File: src/rtl/uart_core_param.sv
// uart_core_param
//   Full-duplex UART: shared baud divider, TX serialiser and oversampled RX
//   deserialiser with parity/framing/overrun reporting, start-bit glitch
//   rejection and an internal loopback path for self-test.
// Ports
//   clk, rst            system clock, async active-high reset
//   loopback            1: RX fed from internal TX line, tx pin forced high
//   tx_req/tx_data      send request and word (latched on accept)
//   tx_ack              high in the accept cycle (idle && tx_req)
//   tx_busy             frame in progress
//   tx                  serial out, idle high
//   rx                  serial in, asynchronous
//   rx_rdy/rx_data      received word, held until rx_ack
//   rx_perr/rx_ferr     parity / framing error for rx_data
//   rx_overrun          frame dropped while rx_rdy was high (sticky until ack)
//   rx_ack              consumer took rx_data
module uart_core_param #(
  parameter int    DATA_BITS  = 8,
  parameter string PARITY     = "ODD",
  parameter int    STOP_BITS  = 1,
  parameter int    CLK_HZ     = 50_000_000,
  parameter int    BAUD       = 115_200,
  parameter int    OVERSAMPLE = 16
) (
  input  logic                 clk,
  input  logic                 rst,
  input  logic                 loopback,
  input  logic                 tx_req,
  input  logic [DATA_BITS-1:0] tx_data,
  output logic                 tx_ack,
  output logic                 tx_busy,
  output logic                 tx,
  input  logic                 rx,
  output logic                 rx_rdy,
  output logic [DATA_BITS-1:0] rx_data,
  output logic                 rx_perr,
  output logic                 rx_ferr,
  output logic                 rx_overrun,
  input  logic                 rx_ack
);

  localparam int DIV_RAW   = CLK_HZ / (BAUD * OVERSAMPLE);
  localparam int DIV       = (DIV_RAW < 1) ? 1 : DIV_RAW;
  localparam int BIT_CLKS  = OVERSAMPLE * DIV;
  localparam int STOP_CLKS = STOP_BITS * BIT_CLKS;
  localparam int DCW       = $clog2(DIV + 1);
  localparam int TCW       = $clog2(STOP_CLKS + 1);
  localparam int OCW       = $clog2(OVERSAMPLE);
  localparam int BCW       = $clog2(DATA_BITS + 1);
  localparam bit HAS_PAR   = (PARITY != "NONE");
  localparam bit ODD_PAR   = (PARITY == "ODD");

  // ---------------- baud divider ----------------
  logic [DCW-1:0] div_cnt;
  logic           os_tick;

  assign os_tick = (div_cnt == DCW'(DIV - 1));

  always_ff @(posedge clk or posedge rst) begin
    if (rst)          div_cnt <= '0;
    else if (os_tick) div_cnt <= '0;
    else              div_cnt <= div_cnt + 1'b1;
  end

  // ---------------- TX ----------------
  // TX times bits in raw clocks with its own counter so a frame starts on the
  // accept edge rather than waiting for the next os_tick.
  typedef enum logic [2:0] {T_IDLE, T_START, T_DATA, T_PAR, T_STOP} tx_state_t;

  tx_state_t            tx_st;
  logic [TCW-1:0]       tx_cnt;
  logic [BCW-1:0]       tx_idx;
  logic [DATA_BITS-1:0] tx_sh;
  logic                 tx_par;
  logic                 tx_line;
  logic                 tx_bit_end;

  assign tx_ack     = !rst && (tx_st == T_IDLE) && tx_req;
  assign tx_bit_end = (tx_cnt == TCW'(BIT_CLKS - 1));
  assign tx         = loopback ? 1'b1 : tx_line;

  always_ff @(posedge clk or posedge rst) begin
    if (rst) begin
      tx_st   <= T_IDLE;
      tx_cnt  <= '0;
      tx_idx  <= '0;
      tx_sh   <= '0;
      tx_par  <= 1'b0;
      tx_line <= 1'b1;
      tx_busy <= 1'b0;
    end else begin
      case (tx_st)
        T_IDLE: if (tx_req) begin
          tx_sh   <= tx_data;
          tx_par  <= ODD_PAR ? ~(^tx_data) : ^tx_data;
          tx_cnt  <= '0;
          tx_line <= 1'b0;
          tx_busy <= 1'b1;
          tx_st   <= T_START;
        end
        T_START: if (tx_bit_end) begin
          tx_cnt  <= '0;
          tx_line <= tx_sh[0];
          tx_sh   <= tx_sh >> 1;
          tx_idx  <= '0;
          tx_st   <= T_DATA;
        end else tx_cnt <= tx_cnt + 1'b1;
        T_DATA: if (tx_bit_end) begin
          tx_cnt <= '0;
          if (tx_idx == BCW'(DATA_BITS - 1)) begin
            tx_line <= HAS_PAR ? tx_par : 1'b1;
            tx_st   <= HAS_PAR ? T_PAR : T_STOP;
          end else begin
            tx_line <= tx_sh[0];
            tx_sh   <= tx_sh >> 1;
            tx_idx  <= tx_idx + 1'b1;
          end
        end else tx_cnt <= tx_cnt + 1'b1;
        T_PAR: if (tx_bit_end) begin
          tx_cnt  <= '0;
          tx_line <= 1'b1;
          tx_st   <= T_STOP;
        end else tx_cnt <= tx_cnt + 1'b1;
        T_STOP: if (tx_cnt == TCW'(STOP_CLKS - 1)) begin
          tx_cnt  <= '0;
          tx_busy <= 1'b0;
          tx_st   <= T_IDLE;
        end else tx_cnt <= tx_cnt + 1'b1;
        default: tx_st <= T_IDLE;
      endcase
    end
  end

  // ---------------- RX ----------------
  typedef enum logic [2:0] {R_IDLE, R_START, R_DATA, R_PAR, R_STOP, R_WAIT} rx_state_t;

  rx_state_t            rx_st;
  logic [1:0]           sync;
  logic                 rx_s;
  logic [OCW-1:0]       os_cnt;
  logic [BCW-1:0]       rx_idx;
  logic [DATA_BITS-1:0] rx_sh;
  logic                 rx_pbit;
  logic                 rx_mid;
  logic                 rx_half;
  logic                 par_err;

  assign rx_s    = sync[1];
  assign rx_half = os_tick && (os_cnt == OCW'(OVERSAMPLE / 2 - 1));
  assign rx_mid  = os_tick && (os_cnt == OCW'(OVERSAMPLE - 1));
  assign par_err = HAS_PAR && (((^rx_sh) ^ rx_pbit) != ODD_PAR);

  always_ff @(posedge clk or posedge rst) begin
    if (rst) sync <= 2'b11;
    else     sync <= {sync[0], loopback ? tx_line : rx};
  end

  always_ff @(posedge clk or posedge rst) begin
    if (rst) begin
      rx_st      <= R_IDLE;
      os_cnt     <= '0;
      rx_idx     <= '0;
      rx_sh      <= '0;
      rx_pbit    <= 1'b0;
      rx_rdy     <= 1'b0;
      rx_data    <= '0;
      rx_perr    <= 1'b0;
      rx_ferr    <= 1'b0;
      rx_overrun <= 1'b0;
    end else begin
      if (rx_ack && rx_rdy) begin
        rx_rdy     <= 1'b0;
        rx_overrun <= 1'b0;
      end
      case (rx_st)
        R_IDLE: begin
          os_cnt <= '0;
          if (!rx_s) rx_st <= R_START;
        end
        // half-bit resample: a line back high here was a glitch
        R_START: if (rx_half) begin
          os_cnt <= '0;
          rx_idx <= '0;
          rx_st  <= rx_s ? R_IDLE : R_DATA;
        end else if (os_tick) os_cnt <= os_cnt + 1'b1;
        R_DATA: if (rx_mid) begin
          os_cnt <= '0;
          rx_sh  <= {rx_s, rx_sh[DATA_BITS-1:1]};
          if (rx_idx == BCW'(DATA_BITS - 1)) rx_st <= HAS_PAR ? R_PAR : R_STOP;
          else                               rx_idx <= rx_idx + 1'b1;
        end else if (os_tick) os_cnt <= os_cnt + 1'b1;
        R_PAR: if (rx_mid) begin
          os_cnt  <= '0;
          rx_pbit <= rx_s;
          rx_st   <= R_STOP;
        end else if (os_tick) os_cnt <= os_cnt + 1'b1;
        R_STOP: if (rx_mid) begin
          os_cnt <= '0;
          // an ack in this same cycle frees the holding register
          if (!rx_rdy || rx_ack) begin
            rx_data <= rx_sh;
            rx_perr <= par_err;
            rx_ferr <= !rx_s;
            rx_rdy  <= 1'b1;
          end else begin
            rx_overrun <= 1'b1;
          end
          // a low stop bit (break) must see the line high before re-arming
          rx_st <= rx_s ? R_IDLE : R_WAIT;
        end else if (os_tick) os_cnt <= os_cnt + 1'b1;
        R_WAIT: if (rx_s) rx_st <= R_IDLE;
        default: rx_st <= R_IDLE;
      endcase
    end
  end

endmodule

File: config.mk
export PLATFORM = sky130hd
export DESIGN_NAME = uart_core_param
export DESIGN_NICKNAME = d
export VERILOG_FILES = /design/src/rtl/uart_core_param.sv
export SDC_FILE = /design/constraint.sdc
export NUM_CORES = 1
export LEC_CHECK = 0
export ABC_AREA = 1
export CELL_PAD_IN_SITES_DETAIL_PLACEMENT = 1
export CELL_PAD_IN_SITES_GLOBAL_PLACEMENT = 2
export CORE_MARGIN = 2
export CORE_UTILIZATION = 30
export DETAILED_ROUTE_END_ITERATION = 10
export GPL_TIMING_DRIVEN = 0
export PLACE_DENSITY = 0.74
export SLEW_MARGIN = 20
export SYNTH_ARGS = -nofsm -noshare
export SYNTH_HDL_FRONTEND = slang
export SYNTH_SLANG_ARGS = --single-unit
File: constraint.sdc
create_clock -name clk -period 4.1 [get_ports clk]
set_input_delay 0.82 -clock clk [delete_from_list [all_inputs] [get_ports clk]]
set_output_delay 0.82 -clock clk [all_outputs]
set_load 0.05 [all_outputs]
* Yosys cells after proc, flatten, opt, wreduce, memory -nomap -nowiden
Index checks and enable logic that the tools add are counted.
Storage, ports and cells: logic and storage cells 148, flip-flop bits (word level) 66, input bits 14, output and inout bits 15
Cells by class: reductions and logical operators 34, muxes and demuxes 57, bitwise operators 3, eq/ne operators 30, $add $sub $neg 5
Operator list (count):
- $mux 3 | 14
- $mux 4 | 9
- $mux 8 | 4
- $ne 2x2->1 const B | 15
- $pmux 8 s3 | 1
- $mux 9 | 2
- $pmux 3 s6 | 1
- $pmux 9 s2 | 1
- $mux 1 | 17
- $pmux 4 s2 | 2
- $reduce_xor 8->1 | 2
- $pmux 3 s5 | 1
- $add 4x1->4 const B | 3
- $eq 3x2->1 const B | 4
- $eq 4x3->1 const B | 3
- $pmux 4 s3 | 1
- $reduce_and 5->1 | 2
- $add 9x1->9 const B | 1
- $eq 3x3->1 const B | 3
- $eq 9x9->1 const B | 1
- $reduce_and 2->1 | 4
- $reduce_and 4->1 | 2
- $reduce_bool 2->1 | 4
- $reduce_and 7->1 | 1
- 20 further kinds | 31

* Longest topological paths before layout
Gate-level depths: netlist of the first run.
depth in word-level cells 5, gate-level depth with buffers 11, gate-level depth less buffers 11

* Worst setup path before layout of the first run
Ideal clock, no wire load.
kind in2out, start in tx_req, end out tx_ack, path slack 1725 ps, path buffers 0, data required time 3280 ps, cell stages on the path 2, arrival time 1555 ps, cell sequence nand2_1 -> nor2_1
Between the ends: word-level cells in the longest chain between the ends 1
RTL lines:
- from (decl) | line 28 | input logic tx_req,
- $logic_and 1x1->1 | line 78 | assign tx_ack = !rst && (tx_st == T_IDLE) && tx_req;
- to (decl) | line 30 | output logic tx_ack,
Every way passes these cells.

* Final worst setup path of the first run
Ends and elaborated chain as after synthesis.

==> impl_metrics.py, run 1 <==
metrics = {
    "setup_path": {
        "critPathMaxFanout": 4,
        "crit_arrival_ns": 2.32,
        "rrSetupSlack_ns": 2.39,
        "cp-start-kind": "primary input",
        "timing.rr.start": "div_cnt[0]",
        "critical_path_class": "primary input to output pin",
        "required_ns": 3.28,
        "r2r_end": "rx_ferr",
        "ff2ff_path_depth": 10,
        "end_kind": "output pin",
    },
    "global_routing": {
        "overflow": 0,
        "track_usage": 0.148,
        "grt_pass1_wl_mm": 15.5,
        "antenna_found_initial": 0,
        "grt_start_max_net_pins": 35,
        "grt_pass1_vias": 3339,
    },
    "power_and_ir_drop": {
        "p_seq_frac": 0.420,
        "netSwitchingFraction": 0.221,
        "power.internal_uw": 1210,
        "ir_drop_v": 0.000121,
        "switching_power_uw": 345,
        "p_per_area_nw_per_um2": 346,
        "p_comb_frac": 0.039,
        "clkPwrFrac": 0.540,
        "p_total_uw": 1560,
        "p_leak_uw": 0.00222,
    },
    "flow_run": {
        "max-cap-violations": 0,
    },
    "cts": {
        "clkSlewWorstSetupHoldPaths_ns": 0.06,
        "numCtsBuffers": 9,
        "holdBufCountCts": 0,
        "cts.sinks": 66,
        "h-tree-depth": 3,
        "cts-root-buf": "clkbuf_16",
        "cts_tree": "built",
        "ctsLongestPathBuffers": 2,
        "post_cts_buffers": 0,
        "worstSkewPairLatency_ns": 0.34,
        "ctsResizeCount": 0,
    },
    "yosys": {
        "synthTopCellsByArea": "dfrtp_1, nand2_1, inv_1",
        "synth_top_area_share": 0.426,
        "synth_warnings": 0,
        "synth_flop_cell": "dfrtp_1",
        "yosysUniqueCellTypes": 31,
        "synthTopCellsByCount": "nand2_1, dfrtp_1, inv_1, nand3_1, nor2_1",
        "synth_edf_count": 0,
        "synth_most_common_cell": "nand2_1",
        "postSynthAreaPerCell_um2": 7.65,
        "syn_nets": 503,
        "netlist_area_um2": 3700,
        "ys_seq_elements": 66,
        "yosysSeqAreaShare": 0.448,
        "netlist_instances": 483,
        "synthArstFlopShare": 1.00,
        "synth_area_leader_cell": "dfrtp_1",
    },
    "routing": {
        "drc_errors": 0,
        "wire_per_inst_um": 12.6,
        "detail-route-antenna-nets": 0,
        "viasPerCell": 4.63,
        "drt_wl_total_mm": 8.52,
        "drtIter0Drc": 97,
        "dr.pass1.iters": 4,
        "num_vias": 3123,
    },
    "final_layout": {
        "antennaDiodeCount": 0,
        "stdcell_count": 675,
        "area_growth_pct": 22.0,
        "fin_nets": 543,
        "drive_above_1_share": 0.131,
        "fillers": 1491,
    },
    "floorplan": {
        "coreArea_um2": 12000,
        "rows": 40,
        "die_area_um2": 13200,
        "die_h_um": 115,
        "ioPinCount": 29,
        "start_util": 0.308,
        "die_w_um": 115,
    },
    "timing": {
        "drv_slew": 0,
        "worst_slack_ns": 0.964,
        "finalHoldViolations": 0,
        "slew_headroom": 0.663,
        "min_period_ns": 3.14,
        "rsz0062_at_grt": "false",
        "finalCritPeriodShare": 0.765,
        "worstMarginPinSlew_ns": 0.504,
        "setup_viol": 0,
        "setup_tns_ns": 0,
        "finalClockSkew_ns": 0.00610,
        "max_freq_mhz": 319,
    },
    "placement": {
        "placedCellCount": 659,
        "dp_hpwl_mm": 6.30,
        "port_buffers": 28,
        "place_ws_ns": 0.967,
        "place.gp.congestion": 0.755,
    },
    "hold_path": {
        "min_path_type": "flip-flop to flip-flop",
        "worstHoldStart": "sync[0]",
        "hold_depth": 0,
        "hold_path_end": "sync[1]",
    },
    "status": {
        "status": "completed",
    },
}
-- layout make-up --
type | instances | area (um2) | area share
buffer | 6 | 51.3 | 0.0114
tap | 147 | 184 | 0.0408
multi-input combinational | 350 | 1760 | 0.390
timing repair buffer | 29 | 300 | 0.0666
clock inverter | 7 | 101 | 0.0225
clock buffer | 9 | 225 | 0.0499
sequential | 66 | 1660 | 0.367
inverter | 61 | 234 | 0.0519
-- worst max-delay path by stage --
stage          startpoint          to  slack (ns)  cells past startpoint
3_5_place_dp       tx_req      tx_ack        0.97                      4
2_1_floorplan         rst  div_cnt[0]        1.63                      1
5_1_grt            tx_req      tx_ack        0.88                      4
3_3_place_gp          rst   rx_idx[3]        0.22                      2
4_1_cts            tx_req      tx_ack        0.95                      4
6_report           tx_req      tx_ack        0.96                      4
-- worst max-delay path: stages --
cell and delay (ns):
clkdlybuf4s50_1 0.47, nand2_1 0.10, nor2_1 0.11, clkdlybuf4s50_1 0.81
-- registers in the layout, indices dropped and copies added (netlist names) --
register,cells
tx_cnt,9
rx_data,8
rx_sh,8
tx_sh,8
div_cnt,5
os_cnt,4
rx_idx,4
tx_idx,4
rx_st,3
tx_st,3
sync,2
rx_ferr,1
rx_overrun,1
rx_pbit,1
rx_perr,1
rx_rdy,1
tx_busy,1
tx_line,1
tx_par,1
-- power by group through the flow --
stage,clock network (uW),registers (uW),logic (uW)
after floorplan,0,670,31.5
after global placement,0,668,59.5
after detailed placement,0,668,63.9
after CTS,880,656,64.4
after global routing,907,656,71.5
final,842,656,61.5
-- placed cells by master, fill, tap and decap left out, types with 3 or more instances in the layout --
master | netlist | layout
o21ai_1 | 4 | 4
nand3_2 | 3 | 3
nand2_1 | 191 | 191
xor2_1 | 8 | 8
nor3_1 | 3 | 3
nor2_2 | 3 | 3
nor2_4 | 7 | 7
clkdlybuf4s50_1 | 0 | 28
a21oi_1 | 5 | 5
inv_1 | 57 | 56
dfrtp_1 | 63 | 63
buf_6 | 3 | 3
xnor2_1 | 7 | 7
o21ai_0 | 20 | 20
nand3_1 | 35 | 35
nand4_1 | 8 | 8
nand2_2 | 4 | 4
inv_2 | 3 | 3
nor2_1 | 22 | 22
ha_1 | 6 | 6
dfstp_2 | 3 | 3
clkbuf_16 | 0 | 9
o21ai_2 | 15 | 15
-- through the flow --
| stage | hold WS, ns | util | instance area [um2] |
|---|---|---|---|
| 2_1_floorplan | 0.345 | - | 3700 |
| 3_3_place_gp | 0.362 | 0.346 | 4160 |
| 4_1_cts | 0.371 | 0.376 | 4510 |
| 3_5_place_dp | 0.358 | 0.348 | 4180 |
| 6_report | 0.365 | 0.376 | 4510 |
| 5_1_grt | 0.372 | 0.376 | 4510 |
-- cell families (layout without fill, tap and decap cells) --
| family | after synthesis | after routing | synth area share |
|---|---|---|---|
| AOI/OAI and AO/OA | 47 | 47 | 0.0812 |
| and+or+nand+nor | 282 | 282 | 0.339 |
| buffers and inverters | 67 | 112 | 0.0765 |
| xor gates and xnor gates | 15 | 15 | 0.0355 |
| adders and majority gates | 6 | 6 | 0.0203 |
| DFF | 66 | 66 | 0.448 |
-- metal layers --
| layer | global-route usage | wire, um | vias to the layer above |
|---|---|---|---|
| li1 | - | - | 1594 |
| met1 | 0.180 | 4050 | 1481 |
| met2 | 0.251 | 4090 | 38 |
| met3 | 0.0411 | 257 | 10 |
| met4 | 0.0570 | 126 | 0 |
| met5 | 0 | 0 | - |
Note: power is estimated with default switching activity, not from simulation.
==> inputs of run 2 (changes only) <==
clock period = 3.1 ns   (was 4.1 ns; I/O delays follow)
==> results of run 2 <==
Same layout as run 1 (identical final DEF). Status: completed.
Among the figures that moved: setup slack after placement 0.967 ns -> 0.367 ns; setup slack after layout 0.964 ns -> 0.357 ns; start point of the critical path tx_req -> tx_st[0]; register-to-register setup slack 2.39 ns -> 1.39 ns; total power 1560 uW -> 2060 uW; worst IR drop on VDD 0.000121 V -> 0.000160 V
==> inputs of run 3 (changes only) <==
CTS_BUF_LIST = sky130_fd_sc_hd__clkbuf_4 sky130_fd_sc_hd__clkbuf_8   (was default)
==> impl_metrics.py, run 3 (synthesized netlist as in run 1, its figures left out) <==
metrics = {
    "floorplan": {
        "die_area_um2": 13200,
        "start_util": 0.308,
        "rows": 40,
        "coreArea_um2": 12000,
        "die_h_um": 115,
        "ioPinCount": 29,
        "die_w_um": 115,
    },
    "final_layout": {
        "area_growth_pct": 19.3,
        "multi_input_area_um2": 1760,
        "fin_area_um2": 4410,
        "finish.utilization": 0.367,
        "regMostFlops": "tx_cnt",
        "largest_reg_flops": 9,
        "seq_area_um2": 1660,
        "mostFrequentLayoutCells": "nand2_1, dfrtp_1, inv_1",
        "antennaDiodeCount": 0,
        "fillers": 1496,
        "mostFrequentLayoutCell": "nand2_1",
        "fin_nets": 543,
        "drive_above_1_share": 0.131,
    },
    "routing": {
        "drc_errors": 0,
        "wire_per_inst_um": 12.6,
        "drtIter0Drc": 97,
        "detail-route-antenna-nets": 0,
        "num_vias": 3136,
        "drt_wl_total_mm": 8.51,
        "viasPerCell": 4.65,
        "dr.pass1.iters": 4,
    },
    "status": {
        "status": "completed",
    },
    "cts": {
        "cts_tree": "built",
        "h-tree-depth": 3,
        "cts.sinks": 66,
        "ctsResizeCount": 0,
        "clkSlewWorstSetupHoldPaths_ns": 0.08,
        "cts-root-buf": "clkbuf_8",
        "holdBufCountCts": 0,
        "ctsLongestPathBuffers": 2,
        "post_cts_buffers": 0,
        "worstSkewPairLatency_ns": 0.37,
        "numCtsBuffers": 9,
    },
    "placement": {
        "place.gp.congestion": 0.755,
        "place_area_um2": 4180,
        "dp_hpwl_mm": 6.30,
        "port_buffers": 28,
        "place_ws_ns": 0.367,
    },
    "setup_path": {
        "rrSetupSlack_ns": 1.38,
        "cp-start-kind": "flip-flop",
        "end_kind": "output pin",
        "crit_slowest_cell": "clkdlybuf4s50_1",
        "required_ns": 2.48,
        "cpPeakStageDelay_ns": 0.81,
        "critPathMaxFanout": 5,
        "crit_arrival_ns": 2.16,
        "cp_cell_sequence": "inv_1 > nand2_1 > nor2_1 > nand2_1 > nor2_1 > clkdlybuf4s50_1",
        "critical_path_class": "flip-flop to output pin",
    },
    "timing": {
        "setup_viol": 0,
        "slew_headroom": 0.663,
        "min_period_ns": 2.78,
        "finalHoldViolations": 0,
        "worstMarginPinSlew_ns": 0.504,
        "worst_slack_ns": 0.322,
        "finalCritPeriodShare": 0.896,
        "finalClockSkew_ns": 0.00985,
        "drv_slew": 0,
        "setup_tns_ns": 0,
        "hold_ws_ns": 0.371,
        "rsz0062_at_grt": "false",
        "max_freq_mhz": 360,
    },
    "global_routing": {
        "overflow": 0,
        "antenna_found_initial": 0,
        "track_usage": 0.148,
        "grt_pass1_vias": 3357,
        "grt_start_max_net_pins": 35,
        "grt_pass1_wl_mm": 15.4,
    },
    "power_and_ir_drop": {
        "p_per_area_nw_per_um2": 405,
        "ir_drop_v": 0.000232,
        "p_leak_uw": 0.00218,
    },
    "flow_run": {
        "max-cap-violations": 0,
    },
    "hold_path": {
        "min_path_type": "flip-flop to flip-flop",
    },
}
[run 3: cell counts in the layout (fill, tap and decap cells not counted)]
No cell type changed its count.
[run 3: area by class of cell]
class | instances | share of cell area
Clock inverter | 7 | 0.0230
Timing Repair Buffer | 29 | 0.0681
Clock buffer | 9 | 0.0281
Multi-Input combinational cell | 350 | 0.399
Sequential cell | 66 | 0.375
Buffer | 6 | 0.0116
Tap cell | 147 | 0.0417
Inverter | 61 | 0.0531
[run 3: worst max-delay path, delay by kind of cell (launching register included)]
family                 cells  cell delay (ns)
buffers and inverters      2             0.91
flip-flops                 1             0.45
AND/OR/NAND/NOR            4             0.45
[run 3: per-stage QoR]
step / total power (uW) / cells
2_1_floorplan: 927 / 483
3_3_place_gp: 962 / 658
3_5_place_dp: 967 / 659
4_1_cts: 1830 / 675
5_1_grt: 1870 / 675
6_report: 1780 / 675
[run 3: final timing paths]
| check | startpoint | endpoint | cells past startpoint |
|---|---|---|---|
| min reg2reg | sync[0] | sync[1] | 0 |
| max reg2reg | div_cnt[0] | rx_ferr | 10 |
| max | tx_st[0] | tx_ack | 6 |
| max in group asynchronous | rst | sync[1] | 3 |
| min in group asynchronous | rst | tx_busy | 2 |
| min | sync[0] | sync[1] | 0 |
[run 3: metal layers]
layer	GRT usage	part of all wire
met4	0.0715	0.022
met3	0.0300	0.028
met2	0.249	0.48
met5	0	0
met1	0.180	0.47
[run 3: power breakdown]
group	internal [uW]	switching, uW
sequential	864	2.08
clock	457	380
combinational	32.3	49.1
total	1350	431
